==> config.mk <==
export PLATFORM = sky130hd
export DESIGN_NAME = fxp2flt_conv
export DESIGN_NICKNAME = d
export VERILOG_FILES = /design/src/rtl/fxp2flt_pkg.sv /design/src/rtl/fxp2flt_round.sv /design/src/rtl/fxp2flt_conv.sv
export SDC_FILE = /design/constraint.sdc
export NUM_CORES = 1
export LEC_CHECK = 0
export CAP_MARGIN = 10
export CORE_AREA = 2 2 81 52
export DETAILED_ROUTE_END_ITERATION = 10
export DIE_AREA = 0 0 83 54
export PLACE_DENSITY = 0.83
export SETUP_SLACK_MARGIN = 0.15
export SKIP_LAST_GASP = 1
export SLEW_MARGIN = 10
export SYNTH_ARGS = -nofsm -noshare
export SYNTH_HDL_FRONTEND = slang
export SYNTH_SLANG_ARGS = --single-unit
==> constraint.sdc <==
create_clock -name clk -period 6.3 [get_ports clk]
set_input_delay 0.945 -clock clk [delete_from_list [all_inputs] [get_ports clk]]
set_output_delay 0.945 -clock clk [all_outputs]
set_load 0.005 [all_outputs]
==> src/rtl/fxp2flt_pkg.sv <==
// Shared types and elaboration helpers for the fixed-point to float converter.
package fxp2flt_pkg;

    typedef enum logic [1:0] {
        StIdle = 2'd0,
        StNorm = 2'd1,
        StPack = 2'd2
    } fxp2flt_state_e;

    function automatic int unsigned bias(input int unsigned ew);
        return (1 << (ew - 1)) - 1;
    endfunction

    function automatic int unsigned flt_width(input int unsigned ew, input int unsigned mw);
        return 1 + ew + mw;
    endfunction

endpackage

==> src/rtl/fxp2flt_round.sv <==
// Round-to-nearest-even on a normalized mantissa; a carry out bumps the exponent.
module fxp2flt_round #(
    parameter int unsigned EW = 5,
    parameter int unsigned MW = 10
) (
    input  logic [MW-1:0] i_mant,
    input  logic [EW-1:0] i_exp,
    input  logic          i_guard,
    input  logic          i_sticky,
    output logic [MW-1:0] o_mant,
    output logic [EW-1:0] o_exp
);

    logic          w_round_up;
    logic [MW:0]   w_sum;

    // Ties go up only when the kept LSB is odd.
    assign w_round_up = i_guard & (i_sticky | i_mant[0]);
    assign w_sum      = {1'b0, i_mant} + {{MW{1'b0}}, w_round_up};
    assign o_mant     = w_sum[MW-1:0];
    assign o_exp      = i_exp + {{(EW-1){1'b0}}, w_sum[MW]};

endmodule

==> src/rtl/fxp2flt_conv.sv <==
// Iterative signed fixed-point (IW.FW) to float (EW/MW) converter, one shift per cycle.
// Define FXP2FLT_RNE_EN to round to nearest even instead of truncating.
module fxp2flt_conv
    import fxp2flt_pkg::*;
#(
    parameter int unsigned IW = 8,
    parameter int unsigned FW = 8,
    parameter int unsigned EW = 5,
    parameter int unsigned MW = 10
) (
    input  logic                          clk,
    input  logic                          reset,
    input  logic                          start,
    input  logic [IW+FW-1:0]              fxp_in,
    output logic [flt_width(EW, MW)-1:0]  flt_out,
    output logic                          ack,
    output logic                          busy
);

    localparam int unsigned W    = IW + FW;
    localparam int unsigned BIAS = bias(EW);
    localparam int unsigned OW   = flt_width(EW, MW);
    localparam logic [EW-1:0] ExpInit = EW'(IW - 1 + BIAS);

    if (!((int'(BIAS) - int'(FW)) >= 1 && (IW - 1 + BIAS) <= ((1 << EW) - 2))) begin : g_range_err
        $error("fxp2flt_conv: exponent range cannot represent every input magnitude");
    end

    fxp2flt_state_e r_state, w_state_nxt;
    logic           r_start_q;
    logic           r_sign;
    logic [W-1:0]   r_mag;
    logic [EW-1:0]  r_expc;
    logic [OW-1:0]  r_flt;

    logic           w_accept;
    logic [MW-1:0]  w_mant;
    logic [MW-1:0]  w_mant_out;
    logic [EW-1:0]  w_exp_out;

    assign w_accept = start & ~r_start_q & (r_state == StIdle);

`ifdef FXP2FLT_RNE_EN
    // Bits below the hidden one, right-padded so narrow inputs still fill the mantissa.
    logic [W-2+MW:0] w_ext;
    logic            w_guard;
    logic            w_sticky;

    assign w_ext    = {r_mag[W-2:0], {MW{1'b0}}};
    assign w_mant   = w_ext[W-2+MW -: MW];
    assign w_guard  = w_ext[W-2];
    assign w_sticky = |w_ext[W-3:0];

    fxp2flt_round #(
        .EW (EW),
        .MW (MW)
    ) u_round (
        .i_mant   (w_mant),
        .i_exp    (r_expc),
        .i_guard  (w_guard),
        .i_sticky (w_sticky),
        .o_mant   (w_mant_out),
        .o_exp    (w_exp_out)
    );
`else
    assign w_mant     = MW'({r_mag[W-2:0], {MW{1'b0}}} >> (W - 1));
    assign w_mant_out = w_mant;
    assign w_exp_out  = r_expc;
`endif

    always_comb begin
        w_state_nxt = r_state;
        case (r_state)
            StIdle:  if (w_accept) w_state_nxt = StNorm;
            StNorm:  if ((r_mag == '0) || r_mag[W-1]) w_state_nxt = StPack;
            StPack:  w_state_nxt = StIdle;
            default: w_state_nxt = StIdle;
        endcase
    end

    always_ff @(posedge clk or negedge reset) begin
        if (!reset) begin
            r_state   <= StIdle;
            r_start_q <= 1'b0;
            r_sign    <= 1'b0;
            r_mag     <= '0;
            r_expc    <= '0;
            r_flt     <= '0;
        end else begin
            r_state   <= w_state_nxt;
            r_start_q <= start;
            if (w_accept) begin
                r_sign <= fxp_in[W-1];
                r_mag  <= fxp_in[W-1] ? (~fxp_in + W'(1)) : fxp_in;
                r_expc <= ExpInit;
            end else if (r_state == StNorm) begin
                // The result register is loaded on the edge entering PACK so it is valid with ack.
                if (r_mag == '0) begin
                    r_flt <= '0;
                end else if (r_mag[W-1]) begin
                    r_flt <= {r_sign, w_exp_out, w_mant_out};
                end else begin
                    r_mag  <= r_mag << 1;
                    r_expc <= r_expc - EW'(1);
                end
            end
        end
    end

    assign flt_out = r_flt;
    assign ack     = (r_state == StPack);
    assign busy    = (r_state == StNorm);

endmodule

==> results.py <==
metrics = {
    "yosys": {
        "synth_common_cells": "41 x dfrtp_1, 16 x a21oi_1, 16 x a22o_1, 14 x a221oi_1",
        "synth_area_leader_cell": "dfrtp_1",
        "seq_area_frac_synth_pct": 50.6,
        "synth-async-reset-ratio_pct": 100,
        "yosys.cell_count.top_type": "dfrtp_1",
        "syn-cell-area_um2": 2030,
        "syn-num-nets": 206,
        "ys.flop_type": "dfrtp_1",
        "syn_inst": 185,
        "synth_cell_type_count": 37,
        "ys_top_cells_by_area": "dfrtp_1 51%, a22o_1 6.9%, a221oi_1 6.1%",
        "synth_warnings": 0,
        "ys_ff_latch": 41,
        "synth_edf_count": 0,
        "synth_top_area_share_pct": 50.6,
        "syn_avg_cell_area_um2": 10.9,
    },
    "critical_path": {
        "worst_ep_arrival_time_ns": 1.58,
        "crit_required_ns": 5.35,
        "end_kind": "output pin",
        "critPathLaunchType": "register",
        "path_class": "reg2out",
        "path_max_fanout": 5,
    },
    "floorplanning": {
        "die_w_um": 83,
        "io_pins": 37,
        "rows": 18,
        "die_area_um2": 4480,
        "core_area_um2": 3850,
        "die_h_um": 54,
        "initial_utilization_pct": 52.6,
    },
    "outcome": {
        "status": "completed",
    },
    "clock_tree": {
        "cts_resized": 0,
        "cts_buffer_depth": 2,
        "postCtsSetupBuffers": 0,
        "cts_tree": "done",
        "ctsHoldBuffers": 0,
        "clkTransAtPathRegs_ns": 0.08,
        "cts_root_buffer": "clkbuf_8",
        "htreeDepth": 2,
        "cts.sink_count": 41,
        "insertion_delay_ns": 0.29,
        "numCtsBuffers": 5,
    },
    "place": {
        "io_buffers": 36,
        "dp.final_hpwl_um": 3200,
        "gp_congestion": 0.863,
    },
    "global_routing": {
        "first_global_vias": 1472,
        "antenna_found_initial": 0,
        "grt_start_max_net_pins": 42,
        "grt_usage_pct": 21.1,
        "grt_pass1_wl_um": 7340,
        "overflow": 0,
    },
    "sta": {
        "maxSlewViolCount": 0,
        "finalHoldViolations": 0,
        "fmax_mhz": 397,
        "skew_ns": 0.00899,
        "min_period_ns": 2.52,
        "period_share_pct": 40.0,
        "finalSetupViolations": 0,
        "tightest_slew_ns": 1.12,
        "relSlewSlack_pct": 24.8,
        "setup_tns_ns": 0,
        "rsz0062_at_grt": "false",
    },
    "min_path": {
        "min_path_type": "reg2reg",
    },
    "drt": {
        "drt_iter0_drc": 118,
        "routed_wl_um": 4430,
        "ant_nets": 0,
        "drc": 0,
        "first_pass_iters": 4,
        "routed_via_density": 6.14,
        "vias": 1651,
        "wire_per_inst_um": 16.5,
    },
    "layout": {
        "area_delta_synth_final_pct": 24.5,
        "final_core_util_pct": 65.5,
        "finalNetCount": 239,
        "num_antenna_cells": 0,
        "drive_gt1_share_pct": 7.76,
    },
    "job": {
        "cap_violations": 0,
    },
    "pwr": {
        "p_leak_uw": 0.00101,
        "vdd_drop_max_mv": 0.256,
        "p_per_area_nw_per_um2": 443,
        "finalPower_uw": 1120,
    },
}
## worst max-delay path: stages (launching register included)
cell             delay, ns
dfrtp_1               0.43
nor2b_1               0.29
clkdlybuf4s50_1       0.56
## power by group
| part | leakage (uW) | total [uW] | internal (uW) | switching [uW] |
|---|---|---|---|---|
| combinational | 0.000459 | 416 | 236 | 179 |
| sequential | 0.000489 | 486 | 382 | 104 |
| clock | 0.0000585 | 216 | 129 | 86.9 |
## cells by family after synthesis
family                   after synthesis  share of synthesized area [%]
AO/OA/AOI/OAI                         66                           24.2
AND/OR/NAND/NOR                       41                           12.7
flip-flops                            41                           50.6
buffers and inverters                 20                           4.57
XOR/XNOR                              13                           5.62
multiplexers                           2                          0.988
adder cells (fa/ha/maj)                2                           1.24
## final timing paths
kind,slack (ns),cells past startpoint,start,end
hold / removal,0.50,1,flt_out[3],flt_out[3]
min in group asynchronous,0.75,1,reset,r_expc[1]
setup / recovery,3.78,2,r_state[0],busy
setup reg to reg,3.84,5,r_mag[11],r_mag[5]
hold reg to reg,0.50,1,flt_out[3],flt_out[3]
max in group asynchronous,5.00,1,reset,flt_out[15]
## layout make-up
class	instances	area [um2]
clock buffers	7	86.3
clock inverters	1	30.0
fillers	307	1330
inverters	7	26.3
multi-input cells	124	913
flip-flops and latches	41	1030
well taps	50	62.6
repair buffers	39	378
## registers in the layout, summed over array words and instances, names as in the netlist
signal     count
r_state        2
r_start_q      1
r_expc         5
r_mag         16
flt_out       16
r_sign         1
## per-stage QoR
step                      setup WS, ns  cells  area [um2]  hold slack (ns)
final                             3.78    269        2520            0.503
after global routing              3.65    269        2520            0.527
after CTS                         3.79    269        2520            0.510
after detailed placement          3.50    261        2410            0.493
after global placement            3.51    261        2410            0.491
after floorplan                   4.05    185        2030            0.451
## layer usage
| metal | GRT usage [%] | vias to the layer above | routed length (um) |
|---|---|---|---|
| met5 | 0 | - | 0 |
| met4 | 6.56 | 0 | 49 |
| met3 | 4.75 | 6 | 290 |
| met2 | 31.0 | 60 | 1780 |
| met1 | 31.3 | 799 | 2300 |
| li1 | - | 786 | - |
## placed cells by master (no fill, tap or decap), types with 3 or more instances in the layout
cell type        count
clkbuf_8             6
inv_1                7
xnor2_1              4
o31ai_1              4
a22o_1              16
buf_4                3
xor2_1               9
o21ai_0              6
clkdlybuf4s50_1     35
a21oi_1             16
o41ai_1              4
dfrtp_1             41
or3_1                9
nand2_1              3
or4_1                4
nor2_1               6
a221oi_1            14
nor4_1               4
Power figures use the tool's default switching activity.
